### config.mk
export PLATFORM = sky130hd
export DESIGN_NAME = spi_slave_if
export DESIGN_NICKNAME = d
export VERILOG_FILES = /design/src/rtl/spi_pkg.sv /design/src/rtl/spi_sync_edge.sv /design/src/rtl/spi_slave_if.sv
export SDC_FILE = /design/constraint.sdc
export NUM_CORES = 1
export LEC_CHECK = 0
export CAP_MARGIN = 5
export CORE_MARGIN = 2
export CORE_UTILIZATION = 50
export DETAILED_ROUTE_END_ITERATION = 7
export HOLD_SLACK_MARGIN = 0.12
export PLACE_DENSITY = 0.8
export RECOVER_POWER = 100
export SLEW_MARGIN = 20
export SYNTH_ARGS = -nofsm -noshare
export SYNTH_HDL_FRONTEND = slang
export SYNTH_SLANG_ARGS = --single-unit
export TNS_END_PERCENT = 50
### constraint.sdc
create_clock -name clk -period 4.05 [get_ports clk]
set_input_delay 0.6075 -clock clk [delete_from_list [all_inputs] [get_ports clk]]
set_output_delay 0.6075 -clock clk [all_outputs]
set_load 0.005 [all_outputs]
### src/rtl/spi_pkg.sv
// Shared definitions for the SPI responder: mode encodings, underrun word and FSM states.
package spi_pkg;

    localparam bit CPOL_IDLE_LOW  = 1'b0;
    localparam bit CPOL_IDLE_HIGH = 1'b1;
    localparam bit CPHA_LEADING   = 1'b0;
    localparam bit CPHA_TRAILING  = 1'b1;

    localparam logic [7:0] SPI_DEFAULT_TX = 8'hFF;

    typedef enum logic [1:0] {
        ARMED_WAIT,
        IDLE,
        LOAD,
        SHIFT
    } spi_state_t;

endpackage

### src/rtl/spi_sync_edge.sv
// Multi-flop synchronizer for an asynchronous pin with rise/fall event pulses.
module spi_sync_edge #(
    parameter int STAGES    = 2,
    parameter bit RESET_VAL = 1'b0
) (
    input  logic clk,
    input  logic reset,
    input  logic pin,
    output logic level,
    output logic rise,
    output logic fall
);

    logic [STAGES-1:0] chain;
    logic              prev;

    always_ff @(posedge clk or posedge reset) begin
        if (reset) begin
            chain <= {STAGES{RESET_VAL}};
            prev  <= RESET_VAL;
        end else begin
            chain <= {chain[STAGES-2:0], pin};
            prev  <= chain[STAGES-1];
        end
    end

    // Events are acted on one clk after the level settles, giving STAGES+1 total latency.
    assign level = chain[STAGES-1];
    assign rise  = level & ~prev;
    assign fall  = ~level & prev;

endmodule

### src/rtl/spi_slave_if.sv
// Oversampled SPI responder: receives MOSI words into rx_data and shifts tx_data out on MISO.
module spi_slave_if
    import spi_pkg::*;
#(
    parameter int                    DATA_WIDTH  = 8,
    parameter bit                    CPOL        = CPOL_IDLE_HIGH,
    parameter bit                    CPHA        = CPHA_TRAILING,
    parameter logic [DATA_WIDTH-1:0] DEFAULT_TX  = DATA_WIDTH'(SPI_DEFAULT_TX),
    parameter int                    SYNC_STAGES = 2
) (
    input  logic                  clk,
    input  logic                  reset,
    input  logic                  sclk,
    input  logic                  cs_n,
    input  logic                  mosi,
    output logic                  miso,
    output logic                  miso_oe,
    input  logic [DATA_WIDTH-1:0] tx_data,
    input  logic                  tx_valid,
    output logic                  tx_ready,
    output logic                  tx_underrun,
    output logic [DATA_WIDTH-1:0] rx_data,
    output logic                  rx_valid,
    output logic                  busy
);

    localparam int              CNT_W    = (DATA_WIDTH > 1) ? $clog2(DATA_WIDTH) : 1;
    localparam logic [CNT_W-1:0] LAST_BIT = CNT_W'(DATA_WIDTH - 1);

    logic sclk_rise, sclk_fall, unused_sclk_level;
    logic cs_level, cs_fall, unused_cs_rise;
    logic mosi_level, unused_mosi_rise, unused_mosi_fall;

    // cs_n resets to "asserted" so a frame already in progress at reset release is never seen as a new one.
    spi_sync_edge #(.STAGES(SYNC_STAGES), .RESET_VAL(CPOL)) u_sync_sclk (
        .clk(clk), .reset(reset), .pin(sclk),
        .level(unused_sclk_level), .rise(sclk_rise), .fall(sclk_fall)
    );
    spi_sync_edge #(.STAGES(SYNC_STAGES), .RESET_VAL(1'b0)) u_sync_cs (
        .clk(clk), .reset(reset), .pin(cs_n),
        .level(cs_level), .rise(unused_cs_rise), .fall(cs_fall)
    );
    spi_sync_edge #(.STAGES(SYNC_STAGES), .RESET_VAL(1'b0)) u_sync_mosi (
        .clk(clk), .reset(reset), .pin(mosi),
        .level(mosi_level), .rise(unused_mosi_rise), .fall(unused_mosi_fall)
    );

    logic lead_evt, trail_evt, shift_evt, sample_evt;
    assign lead_evt   = CPOL ? sclk_fall : sclk_rise;
    assign trail_evt  = CPOL ? sclk_rise : sclk_fall;
    assign shift_evt  = CPHA ? lead_evt  : trail_evt;
    assign sample_evt = CPHA ? trail_evt : lead_evt;

    spi_state_t            state;
    logic [DATA_WIDTH-1:0] tx_sr, rx_sr, hold_data, next_word;
    logic [CNT_W-1:0]      bit_cnt;
    logic                  hold_full, word_done;

    assign tx_ready  = ~hold_full;
    assign next_word = hold_full ? hold_data : DEFAULT_TX;

    always_ff @(posedge clk or posedge reset) begin
        if (reset) begin
            state       <= ARMED_WAIT;
            tx_sr       <= '0;
            rx_sr       <= '0;
            hold_data   <= '0;
            hold_full   <= 1'b0;
            bit_cnt     <= '0;
            word_done   <= 1'b0;
            miso        <= 1'b0;
            miso_oe     <= 1'b0;
            tx_underrun <= 1'b0;
            rx_data     <= '0;
            rx_valid    <= 1'b0;
            busy        <= 1'b0;
        end else begin
            tx_underrun <= 1'b0;
            rx_valid    <= 1'b0;
            if (tx_valid && !hold_full) begin
                hold_data <= tx_data;
                hold_full <= 1'b1;
            end
            case (state)
                ARMED_WAIT: begin
                    if (cs_level) state <= IDLE;
                end
                IDLE: begin
                    miso_oe <= 1'b0;
                    busy    <= 1'b0;
                    if (cs_fall) begin
                        state <= LOAD;
                        busy  <= 1'b1;
                    end
                end
                LOAD: begin
                    if (cs_level) begin
                        state <= IDLE;
                        busy  <= 1'b0;
                    end else begin
                        state       <= SHIFT;
                        miso_oe     <= 1'b1;
                        bit_cnt     <= '0;
                        tx_underrun <= ~hold_full;
                        if (hold_full) hold_full <= 1'b0;
                        // CPHA=0 must present the MSB before the first leading edge.
                        if (!CPHA) begin
                            miso  <= next_word[DATA_WIDTH-1];
                            tx_sr <= next_word << 1;
                        end else begin
                            tx_sr <= next_word;
                        end
                    end
                end
                SHIFT: begin
                    // In CPHA=0 the trailing edge after the last sample belongs to the finished word.
                    if (shift_evt && (CPHA || bit_cnt != '0)) begin
                        miso  <= tx_sr[DATA_WIDTH-1];
                        tx_sr <= tx_sr << 1;
                    end
                    if (sample_evt) begin
                        rx_sr   <= {rx_sr[DATA_WIDTH-2:0], mosi_level};
                        bit_cnt <= (bit_cnt == LAST_BIT) ? '0 : bit_cnt + 1'b1;
                    end
                    if (word_done) begin
                        word_done <= 1'b0;
                        rx_data   <= rx_sr;
                        rx_valid  <= 1'b1;
                        if (cs_level) begin
                            state   <= IDLE;
                            miso_oe <= 1'b0;
                            busy    <= 1'b0;
                            miso    <= 1'b0;
                        end else begin
                            state <= LOAD;
                        end
                    end else if (sample_evt && bit_cnt == LAST_BIT) begin
                        word_done <= 1'b1;
                    end else if (cs_level) begin
                        state   <= IDLE;
                        miso_oe <= 1'b0;
                        busy    <= 1'b0;
                        miso    <= 1'b0;
                    end
                end
                default: state <= ARMED_WAIT;
            endcase
        end
    end

endmodule

* Word level (Yosys, flattened, before mapping)
Index checks and enable logic that the tools add are counted.
Widths: inputs -> output; s select.
** Storage, ports and cells
- Output and inout port bits :: 14
- Register bits :: 52
- Word-level logic and storage cells :: 87
** Cells by class
- Add/sub/neg operators :: 1
- Mux-type cells :: 39
- Bitwise operators :: 7
- Reductions and logical operators :: 13
- Equal/unequal tests :: 9
** Operator list (number)
- $mux 8 :: 3
- $mux 1 :: 22
- $pmux 8 s2 :: 1
- $mux 2 :: 6
- $mux 3 :: 3
- $reduce_and 3->1 :: 3
- $ne 2x2->1 const B :: 4
- $pmux 2 s4 :: 1
- $reduce_and 2->1 :: 4
- $pmux 1 s3 :: 2
- $pmux 3 s2 :: 1
- $eq 2x2->1 const B :: 2
- $not 1->1 :: 4
- $add 3x1->3 const B :: 1
- $and 1x1->1 :: 3
- $eq 3x3->1 const B :: 1
- $ne 3x3->1 const B :: 1
- $reduce_bool 3->1 :: 1
- $eq 2x1->1 const B :: 1
- $logic_and 1x1->1 :: 2
- $logic_not 2->1 :: 1
- $reduce_bool 2->1 :: 1
- $logic_not 1->1 :: 1

* Depth between registers and ports, before layout
Gate-level depths: netlist (run 1).
- Depth after elaboration :: 6
- Gate-level depth with buffers :: 5

* Modules after synthesis
From an unflattened synthesis (run 1), not the netlist that was laid out.
** Second synthesis, totals
- Cell total of the unflattened synthesis :: 169
- Area total of the unflattened synthesis :: 2289.7 um^2
** By module, submodules not included
- spi_slave_if :: area each 2004.4 um^2, cells each 151, instances 1
- spi_sync_edge at u_sync_cs ... :: area each 93.8 um^2, cells each 6, instances 2
- spi_sync_edge at u_sync_sclk :: area each 97.6 um^2, cells each 6, instances 1

* Worst setup path after synthesis (run 1)
Ideal clock, no wire load.
- Path type :: register to register
- Start point :: register state[0]
- End point :: register tx_sr[1]
- Data required time :: 3.925 ns
- Data arrival time :: 1.409 ns
- Library setup time :: 0.125 ns
- Slack :: 2.516 ns
- Stages on the path, launching flop included :: 6
- Cell sequence :: dfrtp_1 buf_6 or3b_1 buf_6 o21ai_4 mux2_4
** On the way
- Word-level cells in the longest chain between the ends :: 3
- Elaborated cells on any way between the ends :: 7
- Those cells by class :: eq/ne (4); mux (1); reduce/logical (2)
** RTL lines
- start: declaration :: RTL line spi_slave_if.sv:54 : spi_state_t state;
- start signal: assignment :: RTL line spi_slave_if.sv:64 : state <= ARMED_WAIT;
- start signal: assignment :: RTL line spi_slave_if.sv:86 : if (cs_level) state <= IDLE;
- start signal: assignment :: RTL line spi_slave_if.sv:92 : state <= LOAD;
- $eq 2x2->1 :: RTL line spi_slave_if.sv:84 : case (state)
- $ne 2x2->1 (no line) or $reduce_bool 2->1 (tied branches)
- $reduce_and 3->1 (no line)
- end signal: assignment :: RTL line spi_slave_if.sv:109 : tx_sr <= next_word << 1;
- end signal: assignment :: RTL line spi_slave_if.sv:111 : tx_sr <= next_word;
- end signal: assignment :: RTL line spi_slave_if.sv:119 : tx_sr <= tx_sr << 1;
- end: declaration :: RTL line spi_slave_if.sv:55 : logic [DATA_WIDTH-1:0] tx_sr, rx_sr, hold_data, next_word;
Several ways; a longest one is shown, not always the timed one.
A chain may end at the register's enable or synchronous reset.

* Final worst setup path (run 1)
- Start point :: register state[0]
- End point :: register tx_sr[6]
The elaborated chain is that of the path after synthesis.

==> out/metrics.yaml, run 1 <==
status: "finished, violations left"
violations: "max-capacitance violations, max-slew violations"
syn_to_final_growth_pct: 16.8
root_buffer: "clkbuf_8"
skew_ns: 0.00743
synth.net_count: 173
rows: 23
grt_pass1_vias: 1316
yosysUniqueCellTypes: 38
place_hpwl_um: 2480
cts_setup_buffers: 0
worstPathRequired_ns: 4.24
grt_setup_unrepaired: "false"
diodes: 0
p_switching_uw: 339
crit_path_end_kind: "flop"
postCtsHoldBufs: 0
critPathSlowestCell: "o21ai_0"
synthFlopType: "dfrtp_1"
dr.first_iter.drc_count: 67
ctsHtreeMaxLevel: 2
vias_per_cell: 5.39
clk_latency_ns: 0.30
yosys.area.top_type: "dfrtp_1"
period_share: 0.645
port_buffers: 27
die_w_um: 69.6
globalplace.congestion: 0.785
grt_remaining_overflow: 0
slew_viol_final: 53
synth_edf_count: 0
postSynthAreaPerCell_um2: 13.7
hold_class: "flop to flop"
crit_path_cell_trace: "nand2_1 > o21ai_0 > mux2_4"
finalSetupViolations: 0
period_needed_ns: 2.61
slew_headroom: -0.465
critPathMaxStageDelay_ns: 1.18
crit_family: "compound AO/OA/AOI/OAI gates"
clk_path_buf_depth: 2
ys.warnings.count: 0
track_usage: 0.159
antenna_left: 0
powerDensity_nw_per_um2: 512
syn-instance-count: 157
fin_cells: 233
io_pins: 28
fin_nets: 198
worst_setup_path_start_kind: "flop"
maxCapViolations: 1
drc_errors: 0
core_region_area_um2: 4060
placed_cells: 225
clkTransAtPathRegs_ns: 0.09
first_pass_iters: 4
grt_max_degree: 53
finalWirelength_um: 3550
cts_resized: 0
p_seq_frac: 0.561
dr_total_vias: 1257
combPwrFrac: 0.212
worst-path-max-fanout: 18
die_area_um2: 4840
synth_seq_cells: 52
start_util: 0.530
numCtsBuffers: 5
power_switching_share: 0.264
post_drt_wl_per_cell_um: 15.3
cp_data_arrival_time_ns: 2.80
cts_sinks: 52
max_slew.worst_pin.slew_ns: 2.19
clockPowerShare: 0.227
total_leakage_power_nw: 1.18
ys_async_sr_fraction: 1.00
synth_area_leaders: "dfrtp_1, mux2_2, mux2_4, dfstp_2, nor2b_1"
antenna_found_initial: 0
drive_gt1_frac: 0.257
cts_tree: "done"
path_class: "flop to flop"
timing.fmax_ghz: 0.383
grt_first_pass_wirelength_um: 6030
ir_drop_v: 0.000389
die_h_um: 69.6
p_int_uw: 946
crit_buf_inv: 0
ys_seq_area_frac: 0.607
synth_top_area_share: 0.570
setup_tns_ns: 0
synth.cell_area_um2: 2150
final_hold_viol_count: 0
-- cells in the mapped netlist, types with 3 or more instances --
library cell  count
inv_1             5
dfstp_2           3
nand3_1           7
dfrtp_1          49
a21oi_1           3
mux2_4            6
nor2b_1           7
o21ai_0           8
nand2_1           4
clkbuf_1          4
mux2_2           26
-- placed cells by master (no fill, tap or decap), drive strengths merged, types with 4 or more instances in the layout --
master / count
mux2: 32
dlygate4sd3: 19
inv: 4
clkbuf: 6
clkdlybuf4s50: 8
dfrtp: 49
o21ai: 9
nand2: 4
nand3: 7
nor2b: 7
-- power by group through the flow --
stage / clock network (mW) / registers (mW) / logic [mW]
3_3_place_gp: 0 / 0.722 / 0.265
4_1_cts: 0.305 / 0.721 / 0.283
6_report: 0.292 / 0.721 / 0.273
2_1_floorplan: 0 / 0.690 / 0.236
5_1_grt: 0.324 / 0.737 / 0.303
3_5_place_dp: 0 / 0.729 / 0.281
-- final timing paths --
kind | cells after the start | slack (ns) | start | to
setup / recovery | 3 | 1.44 | state[0]$_DFFE_PP0P_ | tx_sr[6]$_DFFE_PP0P_
hold / removal | 0 | 0.35 | u_sync_cs.chain[0]$_DFF_PP0_ | u_sync_cs.chain[1]$_DFF_PP0_
setup reg to reg | 3 | 1.44 | state[0]$_DFFE_PP0P_ | tx_sr[6]$_DFFE_PP0P_
hold reg to reg | 0 | 0.35 | u_sync_cs.chain[0]$_DFF_PP0_ | u_sync_cs.chain[1]$_DFF_PP0_
max in group asynchronous | 2 | 1.72 | reset | rx_sr[0]$_DFFE_PP0P_
min in group asynchronous | 2 | 1.35 | reset | hold_data[0]$_DFFE_PP0P_
-- per-layer routing --
layer / share of wire / track usage / wire, um / vias to the layer above
met4: 0.0082 / 0.0588 / 29 / 0
li1: - / - / - / 596
met1: 0.45 / 0.200 / 1620 / 640
met3: 0.033 / 0.0480 / 117 / 2
met2: 0.50 / 0.262 / 1790 / 19
met5: 0 / 0 / 0 / -
-- logic make-up after synthesis --
logic type,after synthesis,synth area share
buffers and inverters,14,0.0343
flip-flops,52,0.607
adder cells (fa/ha/maj),2,0.0116
multiplexers,33,0.183
AO/OA/AOI/OAI,22,0.0704
AND/OR/NAND/NOR,34,0.0942
-- stage by stage --
step / area (um^2) / utilization / power, mW / hold WS, ns / worst slack [ns]
after floorplan: 2150 / - / 0.926 / 0.331 / 2.19
after global placement: 2430 / 0.599 / 0.987 / 0.337 / 1.93
after detailed placement: 2430 / 0.599 / 1.01 / 0.336 / 1.88
after CTS: 2520 / 0.621 / 1.31 / 0.356 / 2.01
after global routing: 2510 / 0.619 / 1.36 / 0.365 / 1.23
final: 2510 / 0.619 / 1.29 / 0.353 / 1.44
-- worst reg2reg max path, cell delays in order, from the launching register on --
cell and delay [ns]:
dfrtp_1 0.68, nand2_1 0.29, o21ai_0 1.18, mux2_4 0.36
-- state kept, by name, indices dropped and copies added (netlist names) --
name	count
miso_oe	1
miso	1
rx_data	8
tx_underrun	1
hold_full	1
hold_data	8
word_done	1
u_sync_cs.chain	2
state	2
u_sync_cs.prev	1
u_sync_sclk.chain	2
u_sync_mosi.chain	2
tx_sr	8
busy	1
rx_sr	8
rx_valid	1
bit_cnt	3
u_sync_sclk.prev	1
-- cell type report --
| type | instances | area, um^2 |
|---|---|---|
| Clock buffer | 6 | 82.6 |
| Clock inverter | 2 | 10.0 |
| Fill cell | 302 | 1550 |
| Inverter | 5 | 20.0 |
| Multi-Input combinational cell | 91 | 761 |
| Sequential cell | 52 | 1310 |
| Tap cell | 50 | 62.6 |
| Timing Repair Buffer | 27 | 270 |
(Power assumes the default switching activity.)
==> inputs of run 2 (changes only) <==
--- a/config.mk
+++ b/config.mk
@@ -7,10 +7,10 @@
 export LEC_CHECK = 0
 export CAP_MARGIN = 5
 export CORE_MARGIN = 2
-export CORE_UTILIZATION = 50
+export CORE_UTILIZATION = 49
 export DETAILED_ROUTE_END_ITERATION = 7
 export HOLD_SLACK_MARGIN = 0.12
-export PLACE_DENSITY = 0.8
+export PLACE_DENSITY = 0.82
 export RECOVER_POWER = 100
 export SLEW_MARGIN = 20
 export SYNTH_ARGS = -nofsm -noshare
==> constraint.sdc (replaced) <==
create_clock -name clk -period 2.3 [get_ports clk]
set_input_delay 0.345 -clock clk [delete_from_list [all_inputs] [get_ports clk]]
set_output_delay 0.345 -clock clk [all_outputs]
set_load 0.005 [all_outputs]
==> run 2 against run 1 <==
The run now ends clean. First-iteration DRC count is 10% higher. Combinational power increased by 68%. Clock power increased by 78%. Cell area rose by 0.30%. Power grew 76%. Maximum frequency is 38% higher. Register-to-register slack got worse by 1.0 ns. Sequential power grew 78%. Clock skew up 0.0026 ns. Sequential share of layout area down 0.15 points. Non-clock buffer count grew 3. Critical path type unchanged. Largest power group unchanged. Highest routed layer unchanged.
==> out/metrics.yaml, run 2 (synthesis results as in run 1) <==
status: "finished clean"
grt_max_degree: 29
powerDensity_nw_per_um2: 896
grt_util_met1: 0.206
nFillCells: 353
worstPathRequired_ns: 2.49
die_area_um2: 4940
timing.fmax_ghz: 0.529
grt_first_pass_wirelength_um: 6410
fin_nets: 201
clk_latency_ns: 0.30
postCtsHoldBufs: 0
total_leakage_power_nw: 1.18
ctsHtreeMaxLevel: 2
numCtsBuffers: 5
antenna_found_initial: 0
skew_ns: 0.0101
final_cell_mix: "dfrtp_1, mux2_2, dlygate4sd3_1"
fin_cells: 238
slew_viol_final: 0
dr_total_vias: 1309
drive_gt1_frac: 0.210
io_pins: 28
mostFrequentLayoutCell: "dfrtp_1"
setup_tns_ns: 0
worst_setup_path_start_kind: "flop"
vias_per_cell: 5.50
grt_setup_unrepaired: "false"
die_w_um: 70.3
rows: 24
ir_drop_v: 0.000478
root_buffer: "clkbuf_8"
period_needed_ns: 1.89
place_area_um2: 2470
cts_sinks: 52
slew_headroom: 0.343
clkTransAtPathRegs_ns: 0.09
path_class: "flop to flop"
antenna_left: 0
globalplace.congestion: 0.816
whs_ns: 0.360
design_area_um2: 2520
crit_path_end_kind: "flop"
max_slew.worst_pin.slew_ns: 0.985
hold_class: "flop to flop"
final_util: 0.587
grt_remaining_overflow: 0
port_buffers: 27
final_hold_viol_count: 0
period_share: 0.822
grt_busiest_layer: "met2"
grt_pass1_vias: 1363
syn_to_final_growth_pct: 17.1
first_pass_iters: 4
diodes: 0
clk_path_buf_depth: 2
track_usage: 0.167
placed_cells: 230
finalWirelength_um: 3840
met2_usage: 0.282
maxCapViolations: 0
cp_data_arrival_time_ns: 2.08
cts_setup_buffers: 0
place_hpwl_um: 2760
worst-path-max-fanout: 18
cts_tree: "done"
post_drt_wl_per_cell_um: 16.1
start_util: 0.501
met3_usage: 0.0447
dr.first_iter.drc_count: 74
die_h_um: 70.3
finalSetupViolations: 0
core_region_area_um2: 4290
cts_resized: 0
drc_errors: 0
run 2: cell count changes in the layout (fill, tap and decap cells not counted), sizes merged:
cell,previous run,this run
buf,0,1
dlygate4sd3,19,18
clkinvlp,1,0
clkinv,2,0
inv,4,5
clkdlybuf4s50,8,9
clkbuf,6,10
run 2: power by group:
part | switching (mW) | internal (mW) | total (mW)
Combinational | 0.195 | 0.265 | 0.460
Sequential | 0.156 | 1.12 | 1.28
Clock | 0.275 | 0.246 | 0.521
run 2: metrics by stage:
step           power [mW]  setup WS, ns
6_report             2.26         0.409
5_1_grt              2.37         0.269
4_1_cts              2.33         0.487
3_5_place_dp         1.82         0.511
3_3_place_gp         1.76         0.572
2_1_floorplan        1.63         0.702
run 2: per-layer routing:
layer | routed length (um) | up-vias
met5 | 0 | -
met4 | 52 | 0
met3 | 162 | 7
met2 | 1990 | 29
met1 | 1640 | 670
li1 | - | 603
run 2: worst paths after layout:
kind,startpoint,depth (start not counted),slack [ns],end
max reg2reg,state[1]$_DFFE_PP0P_,3,0.41,tx_sr[3]$_DFFE_PP0P_
min reg2reg,u_sync_cs.chain[0]$_DFF_PP0_,0,0.36,u_sync_cs.chain[1]$_DFF_PP0_
min in group asynchronous,reset,2,0.71,hold_data[4]$_DFFE_PP0P_
max in group asynchronous,reset,3,0.85,u_sync_sclk.chain[1]$_DFF_PP1_
max,state[1]$_DFFE_PP0P_,3,0.41,tx_sr[3]$_DFFE_PP0P_
min,u_sync_cs.chain[0]$_DFF_PP0_,0,0.36,u_sync_cs.chain[1]$_DFF_PP0_
run 2: area by class of cell:
type,count,area (um^2),share of cell area
clock buffers,8,90.1,0.0358
inverters,5,18.8,0.00745
multi-input cells,91,742,0.295
flip-flops and latches,52,1310,0.518
well taps,52,65.1,0.0258
repair buffers,30,298,0.118
run 2: critical path: stages (launching register included):
cell and delay [ns]:
dfrtp_1 0.65, or3b_1 0.51, o21ai_2 0.23, mux2_1 0.38
==> inputs of run 3 (changes only) <==
==> constraint.sdc (replaced) <==
create_clock -name clk -period 1.7 [get_ports clk]
set_input_delay 0.255 -clock clk [delete_from_list [all_inputs] [get_ports clk]]
set_output_delay 0.255 -clock clk [all_outputs]
set_load 0.005 [all_outputs]
==> run 3 against run 2 <==
First-iteration DRC count increased by 46%. Global-route usage increased by 0.25 points. Combinational power increased by 65%. Critical endpoint is now tx_ready. Worst hold slack improved by 0.0084 ns. Clock power increased by 68%. Wire length increased by 2.1%.
==> out/metrics.yaml, run 3 (synthesis results as in run 1) <==
status: "finished clean"
grt_setup_unrepaired: "false"
maxCapViolations: 0
max_slew.worst_pin.slew_ns: 1.10
fin_cells: 244
crit_path_cell_trace: "inv_1 > clkdlybuf4s50_1"
clk_latency_ns: 0.30
grt_max_degree: 53
crit_family: "buffers and inverters"
mostFrequentLayoutCell: "dfrtp_1"
post_drt_wl_per_cell_um: 16.1
final_cell_mix: "dfrtp_1, mux2_2, dlygate4sd3_1"
track_usage: 0.169
p_seq_frac: 0.512
critPathSlowestCell: "clkdlybuf4s50_1"
grt_pass1_vias: 1358
combPwrFrac: 0.227
hold_start: "u_sync_mosi.chain[0]$_DFF_PP0_"
die_w_um: 70.3
first_pass_iters: 4
antenna_left: 0
period_share: 0.954
ctsHtreeMaxLevel: 2
cts_tree: "done"
worst_setup_path_start_kind: "flop"
powerDensity_nw_per_um2: 1280
critPathMaxStageDelay_ns: 0.51
numCtsBuffers: 5
crit_path_end_kind: "output port"
root_buffer: "clkbuf_8"
clkTransAtPathRegs_ns: 0.09
p_switching_uw: 880
clk_path_buf_depth: 2
clockPowerShare: 0.262
placed_cells: 234
rows: 24
grt_remaining_overflow: 0
antenna_found_initial: 0
syn_to_final_growth_pct: 20.9
die_h_um: 70.3
start_util: 0.501
cp-startpoint: "hold_full$_DFF_PP0_"
slew_headroom: 0.269
power_switching_share: 0.263
finalSetupViolations: 0
vias_per_cell: 5.39
place_hpwl_um: 2680
final_hold_viol_count: 0
worstPathRequired_ns: 1.44
crit_buf_inv: 2
dr.first_iter.drc_count: 108
grt_first_pass_wirelength_um: 6490
period_needed_ns: 1.62
die_area_um2: 4940
globalplace.congestion: 0.811
port_buffers: 27
diodes: 0
slew_viol_final: 0
p_int_mw: 2.46
io_pins: 28
r2r_start: "u_sync_sclk.prev$_DFF_PP1_"
cp_data_arrival_time_ns: 1.37
drive_gt1_frac: 0.286
total_leakage_power_nw: 1.23
finalWirelength_um: 3920
ir_drop_v: 0.000612
path_class: "flop to output port"
cts_sinks: 52
fin_nets: 207
timing.fmax_ghz: 0.616
drc_errors: 0
dr_total_vias: 1314
core_region_area_um2: 4290
hold_class: "flop to flop"
worst-path-max-fanout: 7
setup_tns_ns: 0
skew_ns: 0.00530
## run 3: worst paths after layout
check	to	cells after the start	slack (ns)
min in group asynchronous	u_sync_mosi.chain[0]$_DFF_PP0_	3	0.61
setup / recovery	tx_ready	2	0.08
hold reg to reg	u_sync_mosi.chain[1]$_DFF_PP0_	0	0.37
setup reg to reg	tx_sr[3]$_DFFE_PP0P_	3	0.09
hold / removal	u_sync_mosi.chain[1]$_DFF_PP0_	0	0.37
max in group asynchronous	hold_full$_DFF_PP0_	3	0.35
## run 3: power by group through the flow
stage	Sequential [mW]	Combinational, mW	Clock [mW]
final	1.71	0.757	0.874
after CTS	1.71	0.734	0.897
after global routing	1.74	0.820	0.947
after floorplan	1.64	0.563	0
after detailed placement	1.73	0.723	0
after global placement	1.71	0.679	0
## run 3: final cells by class
type | instances | area (um^2)
clock inverter | 2 | 38.8
fill | 338 | 1690
multi-input combinational | 91 | 764
tap | 52 | 65.1
inverter | 5 | 18.8
timing repair buffer | 36 | 325
sequential | 52 | 1310
clock buffer | 6 | 82.6
## run 3: repair_timing
item,CTS,global route
endpoints found under the setup margin,0,1
hold buffers,0,0
gates resized for setup,0,1
setup buffers,0,2
## run 3: metrics by stage
stage / hold WS, ns / worst slack (ns) / total power [mW] / cell area (um^2) / utilization
floorplan: 0.259 / 0.166 / 2.21 / 2150 / -
global placement: 0.333 / 0.215 / 2.39 / 2500 / 0.581
detailed placement: 0.347 / 0.165 / 2.46 / 2500 / 0.581
CTS: 0.308 / 0.00795 / 3.34 / 2620 / 0.610
global route: 0.376 / 0.00660 / 3.51 / 2600 / 0.606
finish: 0.368 / 0.0777 / 3.34 / 2600 / 0.606
## run 3: metal layers
layer | share of wire | wire (um) | global-route usage
met5 | 0 | 0 | 0
met4 | 0.011 | 44 | 0.0598
met3 | 0.032 | 124 | 0.0548
met2 | 0.51 | 2020 | 0.264
met1 | 0.44 | 1740 | 0.222
==> RTL edit 1, RTL diff (config.mk and constraints of run 2) <==
Register the output `tx_underrun` once more; this adds one clock of latency there. The other outputs are not delayed to match.
--- a/src/rtl/spi_slave_if.sv
+++ b/src/rtl/spi_slave_if.sv
@@ -26,6 +26,8 @@
 
     localparam int              CNT_W    = (DATA_WIDTH > 1) ? $clog2(DATA_WIDTH) : 1;
     localparam logic [CNT_W-1:0] LAST_BIT = CNT_W'(DATA_WIDTH - 1);
+
+    logic tx_underrun_s0;
 
     logic sclk_rise, sclk_fall, unused_sclk_level;
     logic cs_level, cs_fall, unused_cs_rise;
@@ -70,12 +72,12 @@
             word_done   <= 1'b0;
             miso        <= 1'b0;
             miso_oe     <= 1'b0;
-            tx_underrun <= 1'b0;
+            tx_underrun_s0 <= 1'b0;
             rx_data     <= '0;
             rx_valid    <= 1'b0;
             busy        <= 1'b0;
         end else begin
-            tx_underrun <= 1'b0;
+            tx_underrun_s0 <= 1'b0;
             rx_valid    <= 1'b0;
             if (tx_valid && !hold_full) begin
                 hold_data <= tx_data;
@@ -101,7 +103,7 @@
                         state       <= SHIFT;
                         miso_oe     <= 1'b1;
                         bit_cnt     <= '0;
-                        tx_underrun <= ~hold_full;
+                        tx_underrun_s0 <= ~hold_full;
                         if (hold_full) hold_full <= 1'b0;
                         // CPHA=0 must present the MSB before the first leading edge.
                         if (!CPHA) begin
@@ -148,5 +150,9 @@
         end
     end
 
+    always_ff @(posedge clk) begin
+        tx_underrun <= tx_underrun_s0;
+    end
+
 endmodule
 
Check against the original RTL: not equivalent (a bounded check fails within 10 cycles, from zero or initial values and one cycle with reset high).
==> RTL edit 1 against run 2 <==
  * Via count decreased by 2.0%
  * Combinational power down 4%
  * Non-clock buffer count did not move
  * Routed wire length decreased by 11%
  * Setup slack better by 0.017 ns
  * Sequential share of layout area about the same
  * Design area grew 1.5%
  * Total power up 4.8%
  * Highest routed layer unchanged
  * Sequential cell count grew 1
  * Critical path depth decreased by 1
  * Area after synthesis increased by 0.93%
  * Synthesized cell count rose by 0.64%
==> RTL edit 1: results (changes against run 2) <==
| Metric | Value |
|---|---|
| Worst R2R Setup Slack | `0.43 ns (+0.02 ns)` |
| Complex-gate fraction of the synthesized area | `0.06974 (-0.0006491)` |
| Largest net degree at the start of global routing | `53 (+83%)` |
| Max incr delay on CP | `0.61 ns (-0.04 ns)` |
| Hold Worst Slack | `0.3408 ns (-0.01900 ns)` |
| Final WL | `3433 um (-11%)` |
| 1st-iter DRT viols | `44 (-41%)` |
| Met2 Track Usage GR | `0.2390 (-0.04298)` |
| Clock power share | `0.270 (+0.039)` |
| Post-Syn Area per Cell | `13.74 um^2 (+0.29%)` |
| Status | `complete, no violations` |
| Seq/Total Area, Yosys | `0.6104 (+0.003627)` |
| Post-synthesis mux area share | `0.1810 (-0.001685)` |
| Clk power | `0.638 mW (+22%)` |
| Clock-cell share | `0.04550 (+0.009732)` |
| Async S/R FF share, synth | `0.9811 (-0.01887)` |
| Worst slew pin tran | `1.197 ns (+0.2120 ns)` |
| WL met2 | `1657 um (-17%)` |
| Sw Pwr | `0.6086 mW (-2.8%)` |
| First-pass GRT wire length | `6127 um (-4.4%)` |
| Avg WL per Cell | `14.36 um (-11%)` |
| Area contributors post-synth | `dfrtp_1 (56%), mux2_2 (13%), mux2_4 (4.1%)` |
| Routing usage on met1 | `0.2176 (+0.01200)` |
| Area growth, synth to finish | `17.81%` |
| Clock period minus worst slack | `1.874 ns (-0.01657 ns)` |
| Critical path arrival | `1.53 ns (-0.55 ns)` |
| Adder-Cell Fraction of Synth Area | `0.01153 (-0.0001073)` |
| Area of the mapped netlist | `2171 um^2 (+0.93%)` |
| Post-detail-place hpwl | `2412 um (-13%)` |
| GR Layer Usage met3 | `0.04843 (+0.003700)` |
| Nets@finish | `202 (+0.50%)` |
| Wl on met1 | `1599 um (-2.4%)` |
| CTS sink cnt | `53 (+1.9%)` |
| Worst path slowest cell | `dlygate4sd3_1` |
| CLK BUF | `7 (-1)` |
## RTL edit 1: changes by cell type after synthesis
cell / delta
dfxtp_1: +1
## RTL edit 1: worst max-delay path, delay by kind of cell, from the launching register on
kind / cells / cell delay, ns
buffers and inverters: 2 / 0.73
flip-flops: 1 / 0.50
## RTL edit 1: path summary, 6_finish.rpt
kind / startpoint / endpoint / depth (start not counted)
setup / recovery: hold_full$_DFF_PP0_ / tx_ready / 2
hold / removal: u_sync_cs.chain[0]$_DFF_PP0_ / u_sync_cs.chain[1]$_DFF_PP0_ / 0
setup reg to reg: state[1]$_DFFE_PP0P_ / tx_sr[3]$_DFFE_PP0P_ / 3
hold reg to reg: u_sync_cs.chain[0]$_DFF_PP0_ / u_sync_cs.chain[1]$_DFF_PP0_ / 0
max in group asynchronous: reset / state[1]$_DFFE_PP0P_ / 3
min in group asynchronous: reset / u_sync_cs.chain[1]$_DFF_PP0_ / 3
==> RTL edit 2, RTL diff (settings of run 2) <==
Made on the original files. `RESET_VAL` is set to 1'b0 in 3 places; all go to 1'b1.
--- a/src/rtl/spi_sync_edge.sv
+++ b/src/rtl/spi_sync_edge.sv
@@ -1,7 +1,7 @@
 // Multi-flop synchronizer for an asynchronous pin with rise/fall event pulses.
 module spi_sync_edge #(
     parameter int STAGES    = 2,
-    parameter bit RESET_VAL = 1'b0
+    parameter bit RESET_VAL = 1'b1
 ) (
     input  logic clk,
     input  logic reset,
--- a/src/rtl/spi_slave_if.sv
+++ b/src/rtl/spi_slave_if.sv
@@ -36,11 +36,11 @@
         .clk(clk), .reset(reset), .pin(sclk),
         .level(unused_sclk_level), .rise(sclk_rise), .fall(sclk_fall)
     );
-    spi_sync_edge #(.STAGES(SYNC_STAGES), .RESET_VAL(1'b0)) u_sync_cs (
+    spi_sync_edge #(.STAGES(SYNC_STAGES), .RESET_VAL(1'b1)) u_sync_cs (
         .clk(clk), .reset(reset), .pin(cs_n),
         .level(cs_level), .rise(unused_cs_rise), .fall(cs_fall)
     );
-    spi_sync_edge #(.STAGES(SYNC_STAGES), .RESET_VAL(1'b0)) u_sync_mosi (
+    spi_sync_edge #(.STAGES(SYNC_STAGES), .RESET_VAL(1'b1)) u_sync_mosi (
         .clk(clk), .reset(reset), .pin(mosi),
         .level(mosi_level), .rise(unused_mosi_rise), .fall(unused_mosi_fall)
     );
Behaviour: not the same (a bounded check fails within 4 cycles, from zero or initial values and one cycle with reset high).
==> RTL edit 2 against run 2 <==
  * First-iteration DRC count fell by 1.4%
  * Design area is 0.55% higher
  * Setup slack better by 0.043 ns
  * Register-to-register slack better by 0.06 ns
  * Total power fell by 1.0%
  * Combinational power shrank 3%
  * Critical path type is now flop to output pin
  * Routed wire length fell by 3.1%
  * Sequential cell count stayed put
  * Area after synthesis increased by 0.29%
==> RTL edit 2: results (changes against run 2) <==
| Metric | Value |
|---|---|
| Status | `complete, no violations` |
| Wl on met1 | `1647 um (+0.55%)` |
| Clock Skew | `0.007869 ns (-0.002205 ns)` |
| Final WL | `3722 um (-3.1%)` |
| Met3 WL | `123 um (-24%)` |
| Sw Pwr | `0.5973 mW (-4.6%)` |
| Layout cell share with drive strength beyond 1 | `0.2366 (+0.02688)` |
| Leakage | `1.175 nW (-0.48%)` |
| Largest net degree at the start of global routing | `28 (-3.4%)` |
| Total GRT Usage | `0.1667 (about the same)` |
| Post-detail-place hpwl | `2702 um (-2.1%)` |
| Fillers | `347 (-1.7%)` |
| Post-Syn Area per Cell | `13.74 um^2 (+0.29%)` |
| Slew headroom | `0.3194 (-0.02328)` |
| First-pass GRT wire length | `6520 um (+1.7%)` |
| Comb power | `0.448 mW (-3%)` |
| Complex-gate fraction of the synthesized area | `0.07019 (-0.0002041)` |
| Critical Path End | `tx_ready` |
| Seq/Total Area, Yosys | `0.6079 (+0.001141)` |
| Hold_sp | `u_sync_mosi.chain[0]$_DFF_PP1_` |
| 1st-iter DRT viols | `73 (-1.4%)` |
| Worst path slowest cell | `dlygate4sd3_1` |
| Post-synthesis mux area share | `0.1821 (-0.0005298)` |
| Max incr delay on CP | `0.59 ns (-0.06 ns)` |
| VDD IR max | `0.4641 mV (-2.9%)` |
-- RTL edit 2: cell count changes after synthesis, sizes merged --
cell / delta
dfrtp: -5
dfstp: +5
-- RTL edit 2: cell type report --
| type | count | area (um^2) | share of cell area |
|---|---|---|---|
| clock buffers | 8 | 90.09 | 0.03557 |
| inverters | 5 | 18.77 | 0.007411 |
| multi-input cells | 91 | 749.5 | 0.2959 |
| repair buffers | 30 | 297.8 | 0.1176 |
| well taps | 52 | 65.06 | 0.02569 |
| flip-flops and latches | 52 | 1311 | 0.5178 |
-- RTL edit 2: layer usage --
| layer | vias to the layer above | global-route usage |
|---|---|---|
| met3 | 2 | 0.04185 |
| met5 | - | 0 |
| met4 | 0 | 0.05556 |
| met1 | 628 | 0.2104 |
| li1 | 604 | - |
| met2 | 24 | 0.2799 |
-- RTL edit 2: cells by family after synthesis --
family / Yosys count
flip-flops: 52
AND/OR/NAND/NOR: 34
multiplexers: 33
AO/OA/AOI/OAI: 22
buffers and inverters: 14
adder cells (fa/ha/maj): 2
